File: src/rtl/mem_ctrl_pkg.sv
// rtl/mem_ctrl_pkg.sv - shared widths, status codes and access-width codes for mem_ctrl
// Purpose: constants and helpers shared by mem_ctrl, its bus interface and the bench.
package mem_ctrl_pkg;

    localparam int ADDR_W = 32;
    localparam int DATA_W = 32;

    // Port status codes
    localparam logic [1:0] ST_IDLE = 2'd0;
    localparam logic [1:0] ST_BUSY = 2'd1;
    localparam logic [1:0] ST_DONE = 2'd2;

    // Load/store width codes; code 3 behaves as a word
    localparam logic [1:0] W_BYTE = 2'd0;
    localparam logic [1:0] W_HALF = 2'd1;
    localparam logic [1:0] W_WORD = 2'd2;

    // Number of bytes moved for a width code
    function automatic logic [2:0] width_to_len(input logic [1:0] width);
        case (width)
            W_BYTE:  width_to_len = 3'd1;
            W_HALF:  width_to_len = 3'd2;
            default: width_to_len = 3'd4;
        endcase
    endfunction

endpackage

File: src/rtl/mem_ctrl_if.sv
// rtl/mem_ctrl_if.sv - IF port, MEM port and RAM pin bundle for mem_ctrl
// Purpose: groups the two requester ports and the byte-wide RAM pins.
// slave  : the controller side (requests and ram_din in; data, status, RAM drive out)
// master : the requester/RAM side (the reverse)
interface mem_ctrl_if;
    import mem_ctrl_pkg::*;

    logic              if_rw;
    logic [ADDR_W-1:0] if_addr;
    logic [DATA_W-1:0] if_data;
    logic [1:0]        if_status;

    logic              ls_req;
    logic              ls_we;
    logic [1:0]        ls_width;
    logic [ADDR_W-1:0] ls_addr;
    logic [DATA_W-1:0] ls_wdata;
    logic [DATA_W-1:0] ls_rdata;
    logic [1:0]        ls_status;

    logic [ADDR_W-1:0] ram_a;
    logic [7:0]        ram_dout;
    logic              ram_wr;
    logic [7:0]        ram_din;

    modport slave (
        input  if_rw, if_addr, ls_req, ls_we, ls_width, ls_addr, ls_wdata, ram_din,
        output if_data, if_status, ls_rdata, ls_status, ram_a, ram_dout, ram_wr
    );

    modport master (
        output if_rw, if_addr, ls_req, ls_we, ls_width, ls_addr, ls_wdata, ram_din,
        input  if_data, if_status, ls_rdata, ls_status, ram_a, ram_dout, ram_wr
    );

endinterface

File: src/rtl/mem_ctrl.sv
// rtl/mem_ctrl.sv - arbitrates IF and load/store ports onto a byte-wide single-port RAM
// Purpose: serialises 1/2/4-byte little-endian accesses, load/store port has priority.
// Ports:
//   clk : system clock, posedge
//   rst : synchronous active-high reset
//   bus : mem_ctrl_if.slave - IF port, MEM port, RAM pins (1-cycle read latency)
module mem_ctrl
    import mem_ctrl_pkg::*;
(
    input  logic       clk,
    input  logic       rst,
    mem_ctrl_if.slave  bus
);

    typedef enum logic [1:0] {S_IDLE, S_RD, S_WR, S_DONE} state_e;

    state_e            state_q, state_d;
    logic              owner_ls_q, owner_ls_d;
    logic [2:0]        len_q, len_d;
    logic [2:0]        cnt_q, cnt_d;
    logic [ADDR_W-1:0] addr_q, addr_d;
    logic [DATA_W-1:0] wdata_q, wdata_d;
    logic [DATA_W-1:0] asm_q, asm_d;
    logic [DATA_W-1:0] if_data_q, if_data_d;
    logic [DATA_W-1:0] ls_rdata_q, ls_rdata_d;

    logic [DATA_W-1:0] asm_next;
    logic [1:0]        lane;
    logic [1:0]        st;

    always_ff @(posedge clk) begin
        if (rst) begin
            state_q    <= S_IDLE;
            owner_ls_q <= 1'b0;
            len_q      <= 3'd0;
            cnt_q      <= 3'd0;
            addr_q     <= '0;
            wdata_q    <= '0;
            asm_q      <= '0;
            if_data_q  <= '0;
            ls_rdata_q <= '0;
        end else begin
            state_q    <= state_d;
            owner_ls_q <= owner_ls_d;
            len_q      <= len_d;
            cnt_q      <= cnt_d;
            addr_q     <= addr_d;
            wdata_q    <= wdata_d;
            asm_q      <= asm_d;
            if_data_q  <= if_data_d;
            ls_rdata_q <= ls_rdata_d;
        end
    end

    // The byte on ram_din belongs to the address issued one count earlier,
    // so lane = cnt-1; for cnt=4 the 2-bit wrap gives lane 3.
    always_comb begin
        lane     = cnt_q[1:0] - 2'd1;
        asm_next = asm_q;
        if (cnt_q != 3'd0) begin
            asm_next[{lane, 3'b000} +: 8] = bus.ram_din;
        end
    end

    always_comb begin
        state_d    = state_q;
        owner_ls_d = owner_ls_q;
        len_d      = len_q;
        cnt_d      = cnt_q;
        addr_d     = addr_q;
        wdata_d    = wdata_q;
        asm_d      = asm_q;
        if_data_d  = if_data_q;
        ls_rdata_d = ls_rdata_q;
        case (state_q)
            S_IDLE: begin
                cnt_d = 3'd0;
                // Cleared so narrow loads come out zero-extended
                asm_d = '0;
                if (bus.ls_req) begin
                    owner_ls_d = 1'b1;
                    len_d      = width_to_len(bus.ls_width);
                    addr_d     = bus.ls_addr;
                    wdata_d    = bus.ls_wdata;
                    state_d    = bus.ls_we ? S_WR : S_RD;
                end else if (bus.if_rw) begin
                    owner_ls_d = 1'b0;
                    len_d      = 3'd4;
                    addr_d     = bus.if_addr;
                    state_d    = S_RD;
                end
            end
            S_RD: begin
                asm_d = asm_next;
                if (cnt_q == len_q) begin
                    state_d = S_DONE;
                    if (owner_ls_q) begin
                        ls_rdata_d = asm_next;
                    end else begin
                        if_data_d = asm_next;
                    end
                end else begin
                    cnt_d = cnt_q + 3'd1;
                end
            end
            S_WR: begin
                if (cnt_q == len_q - 3'd1) begin
                    state_d = S_DONE;
                end else begin
                    cnt_d = cnt_q + 3'd1;
                end
            end
            default: state_d = S_IDLE;
        endcase
    end

    // Outputs are forced to zero while rst is high so that a store
    // interrupted by reset issues no write in the reset cycle.
    always_comb begin
        bus.ram_a    = '0;
        bus.ram_dout = 8'h00;
        bus.ram_wr   = 1'b0;
        st           = ST_IDLE;
        if (!rst) begin
            case (state_q)
                S_RD: begin
                    bus.ram_a = addr_q + {{(ADDR_W-3){1'b0}}, cnt_q};
                    st        = ST_BUSY;
                end
                S_WR: begin
                    bus.ram_a    = addr_q + {{(ADDR_W-3){1'b0}}, cnt_q};
                    bus.ram_dout = wdata_q[{cnt_q[1:0], 3'b000} +: 8];
                    bus.ram_wr   = 1'b1;
                    st           = ST_BUSY;
                end
                S_DONE:  st = ST_DONE;
                default: st = ST_IDLE;
            endcase
        end
        bus.if_status = owner_ls_q ? ST_IDLE : st;
        bus.ls_status = owner_ls_q ? st : ST_IDLE;
        bus.if_data   = rst ? '0 : if_data_q;
        bus.ls_rdata  = rst ? '0 : ls_rdata_q;
    end

endmodule

File: src/flat_wrapper.sv
// flat-port wrapper written by rule: the top's interface ports become plain ports
module mem_ctrl_flat import mem_ctrl_pkg::*;
  (clk, rst, bus_if_rw, bus_if_addr, bus_ls_req, bus_ls_we, bus_ls_width, bus_ls_addr, bus_ls_wdata, bus_ram_din, bus_if_data, bus_if_status, bus_ls_rdata, bus_ls_status, bus_ram_a, bus_ram_dout, bus_ram_wr);
  mem_ctrl_if bus_i ();
  input  logic clk;
  input  logic rst;
  input wire logic [$bits(bus_i.if_rw)-1:0] bus_if_rw;
  input wire logic [$bits(bus_i.if_addr)-1:0] bus_if_addr;
  input wire logic [$bits(bus_i.ls_req)-1:0] bus_ls_req;
  input wire logic [$bits(bus_i.ls_we)-1:0] bus_ls_we;
  input wire logic [$bits(bus_i.ls_width)-1:0] bus_ls_width;
  input wire logic [$bits(bus_i.ls_addr)-1:0] bus_ls_addr;
  input wire logic [$bits(bus_i.ls_wdata)-1:0] bus_ls_wdata;
  input wire logic [$bits(bus_i.ram_din)-1:0] bus_ram_din;
  output wire logic [$bits(bus_i.if_data)-1:0] bus_if_data;
  output wire logic [$bits(bus_i.if_status)-1:0] bus_if_status;
  output wire logic [$bits(bus_i.ls_rdata)-1:0] bus_ls_rdata;
  output wire logic [$bits(bus_i.ls_status)-1:0] bus_ls_status;
  output wire logic [$bits(bus_i.ram_a)-1:0] bus_ram_a;
  output wire logic [$bits(bus_i.ram_dout)-1:0] bus_ram_dout;
  output wire logic [$bits(bus_i.ram_wr)-1:0] bus_ram_wr;
  assign bus_i.if_rw = bus_if_rw;
  assign bus_i.if_addr = bus_if_addr;
  assign bus_i.ls_req = bus_ls_req;
  assign bus_i.ls_we = bus_ls_we;
  assign bus_i.ls_width = bus_ls_width;
  assign bus_i.ls_addr = bus_ls_addr;
  assign bus_i.ls_wdata = bus_ls_wdata;
  assign bus_i.ram_din = bus_ram_din;
  assign bus_if_data = bus_i.if_data;
  assign bus_if_status = bus_i.if_status;
  assign bus_ls_rdata = bus_i.ls_rdata;
  assign bus_ls_status = bus_i.ls_status;
  assign bus_ram_a = bus_i.ram_a;
  assign bus_ram_dout = bus_i.ram_dout;
  assign bus_ram_wr = bus_i.ram_wr;
  mem_ctrl u_core (.clk(clk), .rst(rst), .bus(bus_i));
endmodule
File: config.mk
export PLATFORM = sky130hd
export DESIGN_NAME = mem_ctrl_flat
export DESIGN_NICKNAME = d
export VERILOG_FILES = /design/src/rtl/mem_ctrl_pkg.sv /design/src/rtl/mem_ctrl_if.sv /design/src/rtl/mem_ctrl.sv /design/src/flat_wrapper.sv
export SDC_FILE = /design/constraint.sdc
export NUM_CORES = 1
export LEC_CHECK = 0
export CAP_MARGIN = 30
export CORE_ASPECT_RATIO = 0.8
export CORE_UTILIZATION = 40
export DETAILED_ROUTE_END_ITERATION = 12
export PLACE_DENSITY = 0.67
export RECOVER_POWER = 25
export SETUP_SLACK_MARGIN = 0.3
export SLEW_MARGIN = 20
export SYNTH_ARGS = -nofsm -noshare
export SYNTH_HDL_FRONTEND = slang
export SYNTH_SLANG_ARGS = --single-unit
File: constraint.sdc
create_clock -name clk -period 4.3 [get_ports clk]
set_input_delay 0.86 -clock clk [delete_from_list [all_inputs] [get_ports clk]]
set_output_delay 0.86 -clock clk [all_outputs]
set_load 0.01 [all_outputs]
==> impl_metrics.tcl <==
set metrics [dict create \
    status "finished, violations left" \
    violations "capacitance limit, slew limit" \
    syn-num-nets 1244 \
    synthDistinctLibCells 63 \
    dr_total_vias 8750 \
    dp_slack_ps 572 \
    setup_ws_ps 482 \
    root_buffer "clkbuf_16" \
    yosysMostFrequentCell "dfxtp_1" \
    setup_viol 0 \
    synth-seq-cells 169 \
    ios 220 \
    track_usage_pct 23.4 \
    die_area_um2 23200 \
    avgViaCountPerCell 5.50 \
    cts.clk_slew.worst_paths_ps 70 \
    final_antenna_net_count 0 \
    place.gp.congestion 0.877 \
    synth-edff-count 0 \
    synth.avg_cell_area_um2 8.08 \
    tightest_slew_ps 1970 \
    core_um2 21900 \
    drive_above_1_share_pct 6.43 \
    maxSlewHeadroom_pct -31.3 \
    fmax_mhz 262 \
    synth_warnings 0 \
    hold_depth 2 \
    synth-seq-area-share_pct 37.5 \
    worstSetupStartpointType "flop" \
    async_flop_share_pct 0 \
    finalMaxSlewViolations 66 \
    timing.rr.end "u_core.wdata_q[28]" \
    cts-hold-fix-buffers 0 \
    hold_viol 0 \
    die_w_um 170 \
    wl_um 27600 \
    hpwlAfterDp_um 19100 \
    ff2ff_path_depth 7 \
    grt_setup_unrepaired "false" \
    maxCapViolations 2 \
    max-vdd-ir-drop_mv 0.286 \
    leakagePower_nw 4.13 \
    syn-instance-count 1117 \
    clk_latency_ps 430 \
    cts_made_buffers 17 \
    critPathMaxFanout 9 \
    skew_ps 11.9 \
    syn-cell-area_um2 9020 \
    grt_max_degree 134 \
    drc 0 \
    finalNetCount 1404 \
    min_from "u_core.wdata_q[18]" \
    num-fill-cells 2083 \
    hp-class "reg2reg" \
    antenna_found_initial 0 \
    rrSetupSlack_ps 720 \
    hold_path_end "u_core.wdata_q[18]" \
    grt_pass1_vias 7886 \
    r2r-start "u_core.state_q[0]" \
    required_ps 3440 \
    synth_largest_area_cell "dfxtp_1" \
    setup_tns_ps 0 \
    overflow 0 \
    netlist_top_cells_area "dfxtp_1, a21oi_1, a211oi_1" \
    cts.sinks 169 \
    end_kind "output pin" \
    p_total_mw 5.81 \
    rows 48 \
    io_buffers 219 \
    die_h_um 136 \
    crit_arrival_ps 2960 \
    cts_tree "done" \
    period_needed_ps 3820 \
    antenna_cells 0 \
    grt_first_pass_wirelength_um 42600 \
    synth.top_cells.by_count "dfxtp_1, a21oi_1, nor2_1" \
    wire_per_inst_um 17.3 \
    final.period_utilization_pct 88.8 \
    start_util_pct 41.3 \
    areaGrowthSynthToFinish_pct 32.3 \
    power_density_nw_per_um2 486 \
    drt_iter0_drc 719 \
    htree_levels 4 \
    cts_buffer_depth 2 \
    criticalPathCategory "reg2out" \
    firstDrtPassIters 5 \
    yosysTopAreaCellShare_pct 37.5 \
    ys.flop_type "dfxtp_1" \
]
area by class of cell:
class / instances / area (um^2) / area share (%)
clock inverter: 11 / 86.3 / 0.723
clock buffer: 21 / 470 / 3.94
sequential: 169 / 3380 / 28.4
tap: 300 / 375 / 3.14
inverter: 37 / 139 / 1.16
timing repair buffer: 243 / 2380 / 19.9
multi-input combinational: 809 / 5100 / 42.7
routing by layer:
layer	wire [um]	track usage, %
met3	1890	5.24
met2	11800	35.0
met4	338	5.81
met1	13500	33.7
met5	0	0
report_power, final:
group	switching (mW)	internal [mW]
clock network	0.668	0.793
registers	0.260	1.87
logic	1.31	0.906
total	2.24	3.57
logic make-up after synthesis:
kind of cell,synth area share (%)
AND/OR/NAND/NOR,24.0
AO/OA/AOI/OAI,22.5
flip-flops,37.5
buffers and inverters,6.24
multiplexers,6.02
adder cells (fa/ha/maj),2.30
XOR/XNOR,1.43
worst max-delay path, stage by stage (launching register included):
cell and delay (ps):
dfxtp_1 460, nand4_1 220, or4_4 590, nor4_1 350, mux2i_1 320, clkdlybuf4s50_1 590
stage by stage:
stage	instance area, um^2	util [%]	hold slack, ps	instances
floorplan	9020	-	433	1117
global placement	11400	52.0	439	1555
detailed placement	11400	52.1	444	1557
CTS	12000	54.7	453	1590
global route	11900	54.6	471	1590
finish	11900	54.6	452	1590
registers in the layout, indices dropped and copies added (netlist names):
name and cells:
u_core.addr_q 32, u_core.cnt_q 3, u_core.len_q 3, u_core.asm_q 32
u_core.state_q 2, u_core.ls_rdata_q 32, u_core.if_data_q 32, u_core.wdata_q 32
u_core.owner_ls_q 1
layout by cell type, fill, tap and decap left out, types with 7 or more instances in the layout:
cell type	netlist	layout
a21boi_0	24	24
dlymetal6s2s_1	0	7
nor3_1	45	45
o21ai_0	32	31
a21oi_1	149	149
nor2b_1	70	69
nand3_1	10	10
and3_1	10	10
clkdlybuf4s50_1	0	207
o31ai_1	12	12
mux4_2	8	8
nand2_1	83	83
ha_1	15	14
o32ai_1	7	7
inv_1	35	35
or4_1	15	14
a211oi_1	83	83
xnor2_1	7	7
clkbuf_16	0	17
mux2i_1	34	34
dfxtp_1	169	168
nand3b_1	25	25
nor2_1	86	86
buf_4	0	18
nor4_1	29	29
how the worst max path moves through the flow:
stage                       end               from  slack, ps  depth (start not counted)
3_5_place_dp      bus_ram_a[22]   u_core.addr_q[0]        570                          9
6_report          bus_ram_a[31]  u_core.addr_q[18]        480                          5
2_1_floorplan     bus_ram_a[30]    u_core.cnt_q[1]        720                          8
3_3_place_gp      bus_ram_a[30]   u_core.addr_q[0]        590                          9
4_1_cts           bus_ram_a[24]   u_core.addr_q[0]        310                          9
5_1_grt        u_core.addr_q[3]          bus_if_rw        190                          6
repair_timing:
| item | in CTS | in global routing |
|---|---|---|
| endpoints found under the setup margin | 12 | 10 |
| setup buffers | 1 | 0 |
| gates resized for setup | 6 | 10 |
| pin swaps | 0 | 1 |
No activity file was read; power rests on OpenSTA's default activity.
